<file path="src/rtl/am2940_ctrl.sv">
// Am2940-style DMA address/word-count controller; counter controls are combinational, readback and done one cycle later.
// No backpressure: an instruction always wins over a same-cycle count pulse, which is dropped.
module am2940_ctrl (
  input  logic       clk,
  input  logic       res,
  input  logic [2:0] instr,
  input  logic       instr_valid,
  input  logic [7:0] data_in,
  input  logic       cnt_en,
  input  logic [7:0] addr_q,
  input  logic [7:0] wc_q,
  output logic       addr_load,
  output logic       addr_en,
  output logic       addr_up,
  output logic       wc_load,
  output logic       wc_en,
  output logic       wc_up,
  output logic [7:0] addr_data,
  output logic [7:0] wc_data,
  output logic [7:0] data_out,
  output logic       data_oe,
  output logic       done
);

  typedef enum logic [1:0] {IDLE, ACTIVE, ST_DONE} state_t;

  localparam logic [2:0] OP_WRCR   = 3'd0;
  localparam logic [2:0] OP_RDCR   = 3'd1;
  localparam logic [2:0] OP_RDWC   = 3'd2;
  localparam logic [2:0] OP_RDAC   = 3'd3;
  localparam logic [2:0] OP_REINIT = 3'd4;
  localparam logic [2:0] OP_LDAD   = 3'd5;
  localparam logic [2:0] OP_LDWC   = 3'd6;
  localparam logic [2:0] OP_ENCT   = 3'd7;

  state_t     state_q, state_d;
  logic [2:0] cr_q, cr_d;
  logic [7:0] addr_reg_q, addr_reg_d;
  logic [7:0] wc_reg_q, wc_reg_d;
  logic [7:0] data_out_q, data_out_d;
  logic       data_oe_q, data_oe_d;
  logic       done_q, done_d;

  logic [1:0] mode;
  logic [7:0] addr_step;
  logic [7:0] wc_inc;
  logic       term;

  always_comb begin
    state_d    = state_q;
    cr_d       = cr_q;
    addr_reg_d = addr_reg_q;
    wc_reg_d   = wc_reg_q;
    data_out_d = data_out_q;
    data_oe_d  = 1'b0;
    done_d     = done_q;
    addr_load  = 1'b0;
    addr_en    = 1'b0;
    wc_load    = 1'b0;
    wc_en      = 1'b0;
    addr_data  = 8'h00;
    wc_data    = 8'h00;

    mode      = cr_q[1:0];
    addr_up   = ~cr_q[2];
    wc_up     = (mode != 2'b00);
    addr_step = addr_up ? (addr_q + 8'd1) : (addr_q - 8'd1);
    wc_inc    = wc_q + 8'd1;

    // Terminal test uses the counter values before this count is applied.
    case (mode)
      2'b00:   term = (wc_q == 8'h01);
      2'b01:   term = (wc_q == 8'hFE);
      2'b10:   term = (wc_inc == wc_reg_q);
      default: term = (addr_step == wc_reg_q);
    endcase

    if (res && instr_valid) begin
      case (instr)
        OP_WRCR: cr_d = data_in[2:0];
        OP_RDCR: begin
          data_oe_d  = 1'b1;
          data_out_d = {5'b0, cr_q};
        end
        OP_RDWC: begin
          data_oe_d  = 1'b1;
          data_out_d = wc_q;
        end
        OP_RDAC: begin
          data_oe_d  = 1'b1;
          data_out_d = addr_q;
        end
        OP_REINIT: begin
          addr_load = 1'b1;
          addr_data = addr_reg_q;
          wc_load   = 1'b1;
          wc_data   = (mode == 2'b10) ? 8'h00 : wc_reg_q;
          state_d   = IDLE;
          done_d    = 1'b0;
        end
        OP_LDAD: begin
          addr_load  = 1'b1;
          addr_data  = data_in;
          addr_reg_d = data_in;
        end
        OP_LDWC: begin
          wc_load  = 1'b1;
          wc_data  = (mode == 2'b10) ? 8'h00 : data_in;
          wc_reg_d = data_in;
        end
        default: begin
          if (state_q == IDLE) state_d = ACTIVE;
        end
      endcase
    end else if (res && cnt_en && (state_q == ACTIVE)) begin
      addr_en = 1'b1;
      wc_en   = (mode != 2'b11);
      if (term) begin
        state_d = ST_DONE;
        done_d  = 1'b1;
      end
    end
  end

  always_ff @(posedge clk) begin
    if (!res) begin
      state_q    <= IDLE;
      cr_q       <= 3'd0;
      addr_reg_q <= 8'h00;
      wc_reg_q   <= 8'h00;
      data_out_q <= 8'h00;
      data_oe_q  <= 1'b0;
      done_q     <= 1'b0;
    end else begin
      state_q    <= state_d;
      cr_q       <= cr_d;
      addr_reg_q <= addr_reg_d;
      wc_reg_q   <= wc_reg_d;
      data_out_q <= data_out_d;
      data_oe_q  <= data_oe_d;
      done_q     <= done_d;
    end
  end

  assign data_out = data_out_q;
  assign data_oe  = data_oe_q;
  assign done     = done_q;

endmodule

</file>
<file path="config.mk">
export PLATFORM = sky130hd
export DESIGN_NAME = am2940_ctrl
export DESIGN_NICKNAME = d
export VERILOG_FILES = /design/src/rtl/am2940_ctrl.sv
export SDC_FILE = /design/constraint.sdc
export NUM_CORES = 1
export LEC_CHECK = 0
export CORE_MARGIN = 2
export CORE_UTILIZATION = 52
export CTS_CLUSTER_SIZE = 10
export DETAILED_ROUTE_END_ITERATION = 8
export PLACE_DENSITY = 0.86
export SLEW_MARGIN = 40
export SYNTH_ARGS = -nofsm -noshare
export SYNTH_HDL_FRONTEND = slang
export SYNTH_SLANG_ARGS = --single-unit
</file>
<file path="constraint.sdc">
create_clock -name clk -period 4.7 [get_ports clk]
set_clock_uncertainty 0.05 [all_clocks]
set_input_delay 1.175 -clock clk [delete_from_list [all_inputs] [get_ports clk]]
set_output_delay 1.175 -clock clk [all_outputs]
set_load 0.02 [all_outputs]
</file>
==> results.md <==
* Run status: complete, no violations
* HP Class: flop to flop
* First-pass GRT wire length at 9650 um
* Port bufs at 62
* Via count of the first global-routing pass at 2065
* Max_cap viols at 0
* Register share of total power at 0.439
* RSZ-0062 raised after global routing: false
* Placed Area at 0.00290 mm^2
* Syn avg cell area at 7.70 um^2
* Rows at 23
* Maximum root-to-sink buffer count at 2
* Die width at 69.5 um
* Root buffer cell: clkbuf_8
* Net switching power at 0.169 mW
* ANT nets after route at 0
* Initial antenna violation count at 0
* Post-CTS Hold Buffers at 0
* Cell Area, Synth at 0.00223 mm^2
* Fin crit share at 0.938
* Largest net degree at the start of global routing at 34
* Clk network pwr share at 0.349
* # Post-CTS Setup Buffers at 0
* Worst-path clk slew at 0.06 ns
* Post-cts resize count at 0
* Internal power at 0.446 mW
* Top-count cell post-synth: nand2_1
* Inserted Clock Buffers at 5
* Sw Ratio at 0.275
* Min Tclk post-route at 4.41 ns
* Yosys cell types at 49
* Antenna fix cells at 0
* CP arrival at 3.18 ns
* Die Ht at 69.5 um
* Post-route DRC at 0
* FMAX at 227 MHz
* #FFs+latches synth at 31
* CTS tree: yes
* Clk Latency, worst-skew pair at 0.29 ns
* Slew Viols, Final at 0
* Nets at 389
* Seq/Total Area, Yosys at 0.278
* Main synth FF type: dfxtp_1
* Yosys top cell area share at 0.278
* Cell area after layout at 0.00298 mm^2
* Critical path type: input pin to primary output
* Syn nets at 329
* 1st-pass router iterations at 4
* Crit start category: input pin
* Vias post-DR at 2299
* Clk sinks at 31
* Die area at 0.00484 mm^2
* Top post-synthesis cells by count: nand2_1 (48), dfxtp_1 (31), nor2_1 (24)
* Worst rel slew slack at 0.480
* Share of layout cells above drive strength 1 at 0.0600
* CTS HTree Levels at 2
* Setup-failing EPs final at 0
* Mapped Cells at 290
* Peak supply drop at 0.150 mV
* Critical Path RT at 3.47 ns
* Total track usage at 0.242
* Post-synth top area cell: dfxtp_1
* Syn. warnings at 0
* CP Max Fanout at 8
* GP Congestion at 0.801
* Setup TNS at 0 ns
* CP Capture Type: primary output
* DR iter-0 viols at 110
* Lkg Pwr at 1.12 nW
* Layout area overhead at 33.6%
* Hold Vio Cnt, Final at 0
* Post-DP HPWL at 4460 um
* Post-synth ARST share at 0
* # IOs at 63
* Comb pwr share at 0.212
* Ranking of synthesized cells by area: dfxtp_1 (28%), mux2i_1 (9.4%), nand2_1 (8.1%), a21boi_0 (5.0%), xnor2_1 (4.3%)
* Worst-margin pin slew at 0.773 ns
* DR WL/cell at 14.7 um
* Vias per cell at 5.75
* Post-Route WL at 5890 um
* Total gr overflow at 0
* EDFF count, synth at 0
* Starting Density at 0.550
* Cell Pwr Density at 206 mW/mm^2
* Core area at 0.00406 mm^2
power groups by stage:
stage                     logic, mW  registers, mW  clock network (mW)
after floorplan              0.0721          0.276                   0
after global placement        0.126          0.276                   0
after detailed placement      0.129          0.276                   0
after CTS                     0.130          0.270               0.215
after global routing          0.141          0.270               0.227
final                         0.131          0.270               0.215
logic make-up after synthesis:
logic type | count (synthesis) | synth area share
AND/OR/NAND/NOR | 132 | 0.279
AO/OA/AOI/OAI | 61 | 0.197
flip-flops | 31 | 0.278
buffers and inverters | 21 | 0.0375
multiplexers | 21 | 0.0941
XOR/XNOR | 16 | 0.0661
adder cells (fa/ha/maj) | 8 | 0.0482
area by class of cell:
type | instances | area [um^2]
Fill cell | 329 | 1070
Clock buffer | 6 | 82.6
Multi-Input combinational cell | 238 | 1530
Inverter | 7 | 26.3
Clock inverter | 1 | 5.00
Timing Repair Buffer | 67 | 658
Tap cell | 50 | 62.6
Sequential cell | 31 | 621
final timing paths:
check	start	endpoint	slack [ns]	cells after the start
min	done$_SDFFE_PN0P_	done$_SDFFE_PN0P_	0.41	2
max reg2reg	cr_q[2]$_SDFFE_PN0P_	state_q[1]$_SDFFE_PN0P_	1.97	10
min reg2reg	done$_SDFFE_PN0P_	done$_SDFFE_PN0P_	0.41	2
max	instr[2]	addr_data[4]	0.29	7
critical path, cell delays in order:
cell             delay (ns)
clkdlybuf4s50_1        0.58
nand3_1                0.15
nor2_1                 0.17
and2_1                 0.32
nand2_1                0.11
nand2_1                0.07
clkdlybuf4s50_1        0.59
per-layer routing:
metal	global-route usage	part of all wire
met5	0	0
met4	0.0850	0.018
met3	0.0494	0.053
met2	0.407	0.48
met1	0.306	0.44
state kept, by name, summed over array words and instances, names as in the netlist:
| signal | count |
|---|---|
| wc_reg_q | 8 |
| data_out | 8 |
| data_oe | 1 |
| cr_q | 3 |
| addr_reg_q | 8 |
| state_q | 2 |
| done | 1 |
stage by stage:
step / setup WS, ns / util / std cells / hold slack (ns) / power (mW)
after global routing: 0.160 / 0.735 / 400 / 0.437 / 0.638
after detailed placement: 0.314 / 0.714 / 393 / 0.406 / 0.405
after global placement: 0.349 / 0.714 / 393 / 0.395 / 0.402
after floorplan: 0.975 / - / 290 / 0.385 / 0.348
after CTS: 0.306 / 0.735 / 400 / 0.414 / 0.616
final: 0.291 / 0.735 / 400 / 0.412 / 0.615
placed cells by master, fill, tap and decap left out, drive strengths merged, types with 7 or more instances in the layout:
cell / Yosys / routed
ha: 7 / 7
nand3: 16 / 16
clkdlybuf4s50: 0 / 62
nor2b: 12 / 12
a21boi: 17 / 17
nand2: 48 / 48
dfxtp: 31 / 31
xnor2: 11 / 11
nor2: 25 / 25
o21ai: 7 / 7
a21oi: 15 / 15
inv: 7 / 7
mux2i: 21 / 21
nor3: 9 / 9
Power figures use the tool's default switching activity.
